**config.mk**
```make
export PLATFORM = sky130hd
export DESIGN_NAME = studio2_keypad
export DESIGN_NICKNAME = d
export VERILOG_FILES = /design/src/rtl/studio2_pkg.sv /design/src/rtl/studio2_key_cell.sv /design/src/rtl/studio2_keypad.sv
export SDC_FILE = /design/constraint.sdc
export NUM_CORES = 1
export LEC_CHECK = 0
export BUFFER_PORTS_ARGS = -buffer_cell sky130_fd_sc_hd__buf_2
export CAP_MARGIN = 20
export CORE_MARGIN = 4
export CORE_UTILIZATION = 43
export DETAILED_ROUTE_END_ITERATION = 7
export GPL_ROUTABILITY_DRIVEN = 0
export GPL_TIMING_DRIVEN = 0
export SLEW_MARGIN = 20
export SYNTH_ARGS = -nofsm -noshare
export SYNTH_HDL_FRONTEND = slang
export SYNTH_SLANG_ARGS = --single-unit
```
**constraint.sdc**
```tcl
create_clock -name clk_sys -period 2.6 [get_ports clk_sys]
set_input_delay 0.13 -clock clk_sys [delete_from_list [all_inputs] [get_ports clk_sys]]
set_output_delay 0.13 -clock clk_sys [all_outputs]
set_load 0.02 [all_outputs]
```
**src/rtl/studio2_pkg.sv**
```systemverilog
// Studio II keypad shared constants: scan-code maps for the two
// hex keypads and the CPU port used to select a keypad row.
package studio2_pkg;

  localparam int NKEYS = 10;

  localparam logic [2:0] KEYPAD_PORT = 3'd2;

  localparam logic [7:0] KEY_A_CODES [NKEYS] = '{
    8'h45, 8'h16, 8'h1E, 8'h26, 8'h25,
    8'h2E, 8'h36, 8'h3D, 8'h3E, 8'h46
  };

  localparam logic [7:0] KEY_B_CODES [NKEYS] = '{
    8'h4D, 8'h15, 8'h1D, 8'h24, 8'h2D,
    8'h2C, 8'h35, 8'h3C, 8'h43, 8'h44
  };

endpackage

```
**src/rtl/studio2_key_cell.sv**
```systemverilog
// One keypad key: press/release with a minimum hold time.
// Ports: clk_sys, reset_n, key_dn/key_up (1-cycle pulses), state.
module studio2_key_cell #(
  parameter int HOLD_CYCLES = 1_000_000,
  parameter int CW = $clog2(HOLD_CYCLES + 1)
) (
  input  logic clk_sys,
  input  logic reset_n,
  input  logic key_dn,
  input  logic key_up,
  output logic state
);

  localparam logic [CW-1:0] LOAD = CW'(HOLD_CYCLES - 1);

  logic [CW-1:0] cnt;
  logic          pend;

  // A release during the hold window is parked in pend and takes
  // effect once the counter has run out, so a short tap is still
  // seen by the CPU for the full hold time.
  always_ff @(posedge clk_sys or negedge reset_n) begin
    if (!reset_n) begin
      state <= 1'b0;
      cnt   <= '0;
      pend  <= 1'b0;
    end else if (key_dn) begin
      state <= 1'b1;
      cnt   <= LOAD;
      pend  <= 1'b0;
    end else begin
      if (cnt != '0)
        cnt <= cnt - CW'(1);
      if (key_up && cnt == '0) begin
        state <= 1'b0;
        pend  <= 1'b0;
      end else if (key_up) begin
        pend <= 1'b1;
      end else if (pend && cnt == '0) begin
        state <= 1'b0;
        pend  <= 1'b0;
      end
    end
  end

endmodule

```
**src/rtl/studio2_keypad.sv**
```systemverilog
// PS/2 to Studio II keypad front end: key cells, OUT 2 row latch,
// registered EF3/EF4. Ports: clk_sys, reset_n, ps2_key, n_out, mrd_n,
// tpb, bus_din in; ef3_n, ef4_n, keylatch, keys_a, keys_b out.
module studio2_keypad
  import studio2_pkg::*;
#(
  parameter int HOLD_CYCLES = 1_000_000,
  parameter int CW = $clog2(HOLD_CYCLES + 1)
) (
  input  logic        clk_sys,
  input  logic        reset_n,
  input  logic [10:0] ps2_key,
  input  logic [2:0]  n_out,
  input  logic        mrd_n,
  input  logic        tpb,
  input  logic [7:0]  bus_din,
  output logic        ef3_n,
  output logic        ef4_n,
  output logic [3:0]  keylatch,
  output logic [9:0]  keys_a,
  output logic [9:0]  keys_b
);

  logic strobe_q;
  logic tpb_q;
  logic ev;
  logic tpb_rise;
  logic [9:0] hit_a;
  logic [9:0] hit_b;
  logic [15:0] wide_a;
  logic [15:0] wide_b;
  logic unused;

  assign ev = (ps2_key[10] ^ strobe_q) & ~ps2_key[8];
  assign tpb_rise = tpb & ~tpb_q;
  assign unused = &{1'b0, bus_din[7:4]};

  for (genvar i = 0; i < NKEYS; i++) begin : g_key
    assign hit_a[i] = ev && ps2_key[7:0] == KEY_A_CODES[i];
    assign hit_b[i] = ev && ps2_key[7:0] == KEY_B_CODES[i];

    studio2_key_cell #(
      .HOLD_CYCLES(HOLD_CYCLES),
      .CW(CW)
    ) u_a (
      .clk_sys(clk_sys),
      .reset_n(reset_n),
      .key_dn(hit_a[i] & ps2_key[9]),
      .key_up(hit_a[i] & ~ps2_key[9]),
      .state(keys_a[i])
    );

    studio2_key_cell #(
      .HOLD_CYCLES(HOLD_CYCLES),
      .CW(CW)
    ) u_b (
      .clk_sys(clk_sys),
      .reset_n(reset_n),
      .key_dn(hit_b[i] & ps2_key[9]),
      .key_up(hit_b[i] & ~ps2_key[9]),
      .state(keys_b[i])
    );
  end

  // Zero-padded to 16 so latch values 10..15 read as released.
  assign wide_a = {6'b0, keys_a};
  assign wide_b = {6'b0, keys_b};

  always_ff @(posedge clk_sys or negedge reset_n) begin
    if (!reset_n) begin
      strobe_q <= 1'b0;
      tpb_q    <= 1'b0;
      keylatch <= 4'd0;
      ef3_n    <= 1'b1;
      ef4_n    <= 1'b1;
    end else begin
      strobe_q <= ps2_key[10];
      tpb_q    <= tpb;
      if (tpb_rise && n_out == KEYPAD_PORT && !mrd_n)
        keylatch <= bus_din[3:0];
      ef3_n <= ~wide_a[keylatch];
      ef4_n <= ~wide_b[keylatch];
    end
  end

endmodule

```
==> impl_metrics.toml <==
[cts]
cts_htree_levels = 2
numCtsBuffers = 51
clkSinkCount = 448
cts_tree = "built"
clk_path_buf_depth = 3
insertion_delay_ps = 590
cts-root-buf = "clkbuf_16"
clk_transition_reported_paths_ps = 60

[synth]
syn-num-nets = 2601
ys_top_cells_by_area = "dfrtp_1 47%, xnor2_1 5.3%, xor2_1 4.9%"
synth_top_area_share = 0.465
synthArstFlopShare = 1.00
syn-cell-area_um2 = 24000
synthFlopType = "dfrtp_1"
ys_warn_count = 0
ys_seq_area_frac = 0.468
syn_inst = 2535
synth_area_leader_cell = "dfrtp_1"
syn_area_per_cell_um2 = 9.46
synth_cell_types = 74
ys_seq_elements = 448
synth_edf_count = 0

[die]
die_h_um = 244
die_area_um2 = 59600
core-area_um2 = 55200
start_util = 0.434
num_rows = 86
fp.dieW_um = 244
io_pins = 52

[final_layout]
finalInstanceArea_um2 = 27200
nets = 2724
drive_above_1_share = 0.0983
fin_util = 0.493
fillers = 5114
syn_to_final_growth_pct = 13.5

[grt]
grt_use_total = 0.188
grt_first_pass_wirelength_um = 94500
grt_max_degree = 99
antenna_found_initial = 7
overflow = 0
grt_pass1_vias = 18700

[timing]
max_freq_ghz = 0.413
relSlewSlack = 0.331
skew_ps = 23.4
setup_viol = 0
finalWorstSetupSlack_ps = 177
tightest_slew_ps = 995
period_minus_slack_ps = 2420
hold_viol_final = 0
grt_setup_unrepaired = "false"
drv_slew = 0
period_share = 0.932
holdWs_ps = 34.4

[worst_setup_path]
reg2reg_depth = 8
worstPathRequired_ps = 3050
cp.arrival_ps = 2880
r2r_end = "g_key[2].u_a.cnt[18]"
cp_max_fo = 6
r2r-start = "g_key[2].u_a.cnt[0]"
start_kind = "flop"
worstSetupPathType = "flop to flop"
cp-end-kind = "flop"
r2r_slack_ps = 180

[placement]
pre_cts_slack_ps = -271
dp_hpwl_um = 39200
placed_area_um2 = 25300
io_buffers = 46

[power_and_ir_drop]
combPwrFrac = 0.174
p_leak_nw = 9.46
total_power_mw = 20.0
power_per_cell_area_nw_per_um2 = 737
p_seq_frac = 0.469
swShare = 0.301
switchingPower_mw = 6.03
power.share.clock = 0.357
power.internal_mw = 14.0
ir_worst_vdd_mv = 0.486

[worst_hold_path]
hold_end = "keylatch[0]"
hold_path.startpoint = "mrd_n"
hold_class = "primary input to flop"
holdPathStages = 4

[routing]
viasPerCell = 5.53
antenna_left = 0
wl_um = 56200
vias = 19100
avgRoutedWirePerCell_um = 16.3
drt_iter0_drc = 1317
dr.pass1.iters = 5
route.detailed.drc = 0

[run_status]
outcome = "finished clean"

[run]
drv_cap = 0
## area by class of cell
type,count,area (um^2),share of cell area
Inverter,60,225,0.00827
Multi-Input combinational cell,1929,12200,0.447
Antenna cell,3,7.51,0.000276
Timing Repair Buffer,70,526,0.0193
Clock inverter,19,210,0.00772
Sequential cell,448,11200,0.412
Buffer,98,473,0.0174
Tap cell,748,936,0.0344
Clock buffer,71,1450,0.0534
## cell families (layout without fill, tap and decap cells)
family,count (synthesis),count (layout),share of synthesized area
AND/OR/NAND/NOR,1227,1227,0.273
flip-flops,448,448,0.468
AO/OA/AOI/OAI,344,344,0.0885
XOR/XNOR,280,280,0.102
buffers and inverters,158,318,0.0290
adder cells (fa/ha/maj),40,40,0.0209
multiplexers,38,38,0.0184
other,0,3,0
## metrics by stage
stage	cells	setup TNS, ps
4_1_cts	3440	0
3_5_place_dp	3337	-5450
5_1_grt	3443	0
6_report	3446	0
2_1_floorplan	2535	0
3_3_place_gp	3329	-3472850
## critical path, stage by stage (launching register included)
cell      delay [ps]
dfrtp_1          390
inv_1            110
ha_1             200
or4b_2           580
clkbuf_1         200
or3_1            340
nor3_1           230
xnor2_1          160
nand2_1           80
## routing by layer
metal / routed length [um] / GRT usage
met1: 26700 / 0.267
met2: 25500 / 0.297
met3: 2640 / 0.0306
met4: 1360 / 0.0560
met5: 46 / 0
## worst max path at each step
stage                   startpoint                   end  slack (ps)  cells past startpoint
2_1_floorplan  g_key[7].u_a.cnt[0]   g_key[7].u_a.cnt[1]         260                      8
3_3_place_gp               reset_n  g_key[7].u_b.cnt[10]       -7770                      1
3_5_place_dp              strobe_q  g_key[8].u_a.cnt[13]        -270                      5
4_1_cts        g_key[3].u_a.cnt[0]   g_key[3].u_a.cnt[5]          30                      8
5_1_grt        g_key[4].u_b.cnt[0]   g_key[4].u_b.cnt[0]          10                      8
6_report       g_key[2].u_a.cnt[0]  g_key[2].u_a.cnt[18]         180                      8
## synthesized netlist by cell type, drive strengths merged, types with 21 or more instances
| master | count |
|---|---|
| dfrtp | 446 |
| nand2 | 288 |
| nor2 | 271 |
| xnor2 | 145 |
| xor2 | 135 |
| nor3 | 123 |
| o21ai | 118 |
| nor4 | 89 |
| a21oi | 88 |
| nand3 | 79 |
| clkbuf | 70 |
| or4 | 61 |
| inv | 60 |
| or3 | 52 |
| nand4 | 41 |
| ha | 40 |
| o211ai | 34 |
| buf | 28 |
| o31ai | 28 |
| mux2i | 26 |
| nor4b | 26 |
| nand3b | 25 |
| or2 | 22 |
| and3 | 21 |
## power groups by stage
| stage | logic [mW] | clock network [mW] | registers (mW) |
|---|---|---|---|
| after floorplan | 2.66 | 0 | 9.18 |
| after global placement | 3.32 | 0 | 9.41 |
| after detailed placement | 3.48 | 0 | 9.46 |
| after CTS | 3.52 | 7.40 | 9.37 |
| after global routing | 4.00 | 7.70 | 9.60 |
| final | 3.49 | 7.16 | 9.40 |
## sequential cells by signal (all words and copies together), names as in the netlist
signal	cells
g_key.u_b.cnt	200
tpb_q	1
g_key.u_b.state	10
strobe_q	1
g_key.u_a.pend	10
keylatch	4
ef4_n	1
g_key.u_b.pend	10
g_key.u_a.state	10
ef3_n	1
g_key.u_a.cnt	200
## cell usage in the layout, fill, tap and decap left out, drive strengths merged, types with 61 or more instances in the layout
cell type / n
dfrtp: 446
nand2: 288
nor2: 271
xnor2: 145
clkbuf: 141
xor2: 135
nor3: 123
o21ai: 118
nor4: 89
a21oi: 88
buf: 86
nand3: 79
inv: 61
or4: 61
## timing repair
| item | CTS | global route |
|---|---|---|
| endpoints found under the hold margin | 85 | 0 |
| gates resized for setup | 5 | 12 |
| hold buffers | 12 | 0 |
| buffers inserted | 1 | 3 |
| pin swaps | 1 | 1 |
| endpoints found under the setup margin | 53 | 34 |
Note: power is estimated with default switching activity, not from simulation.
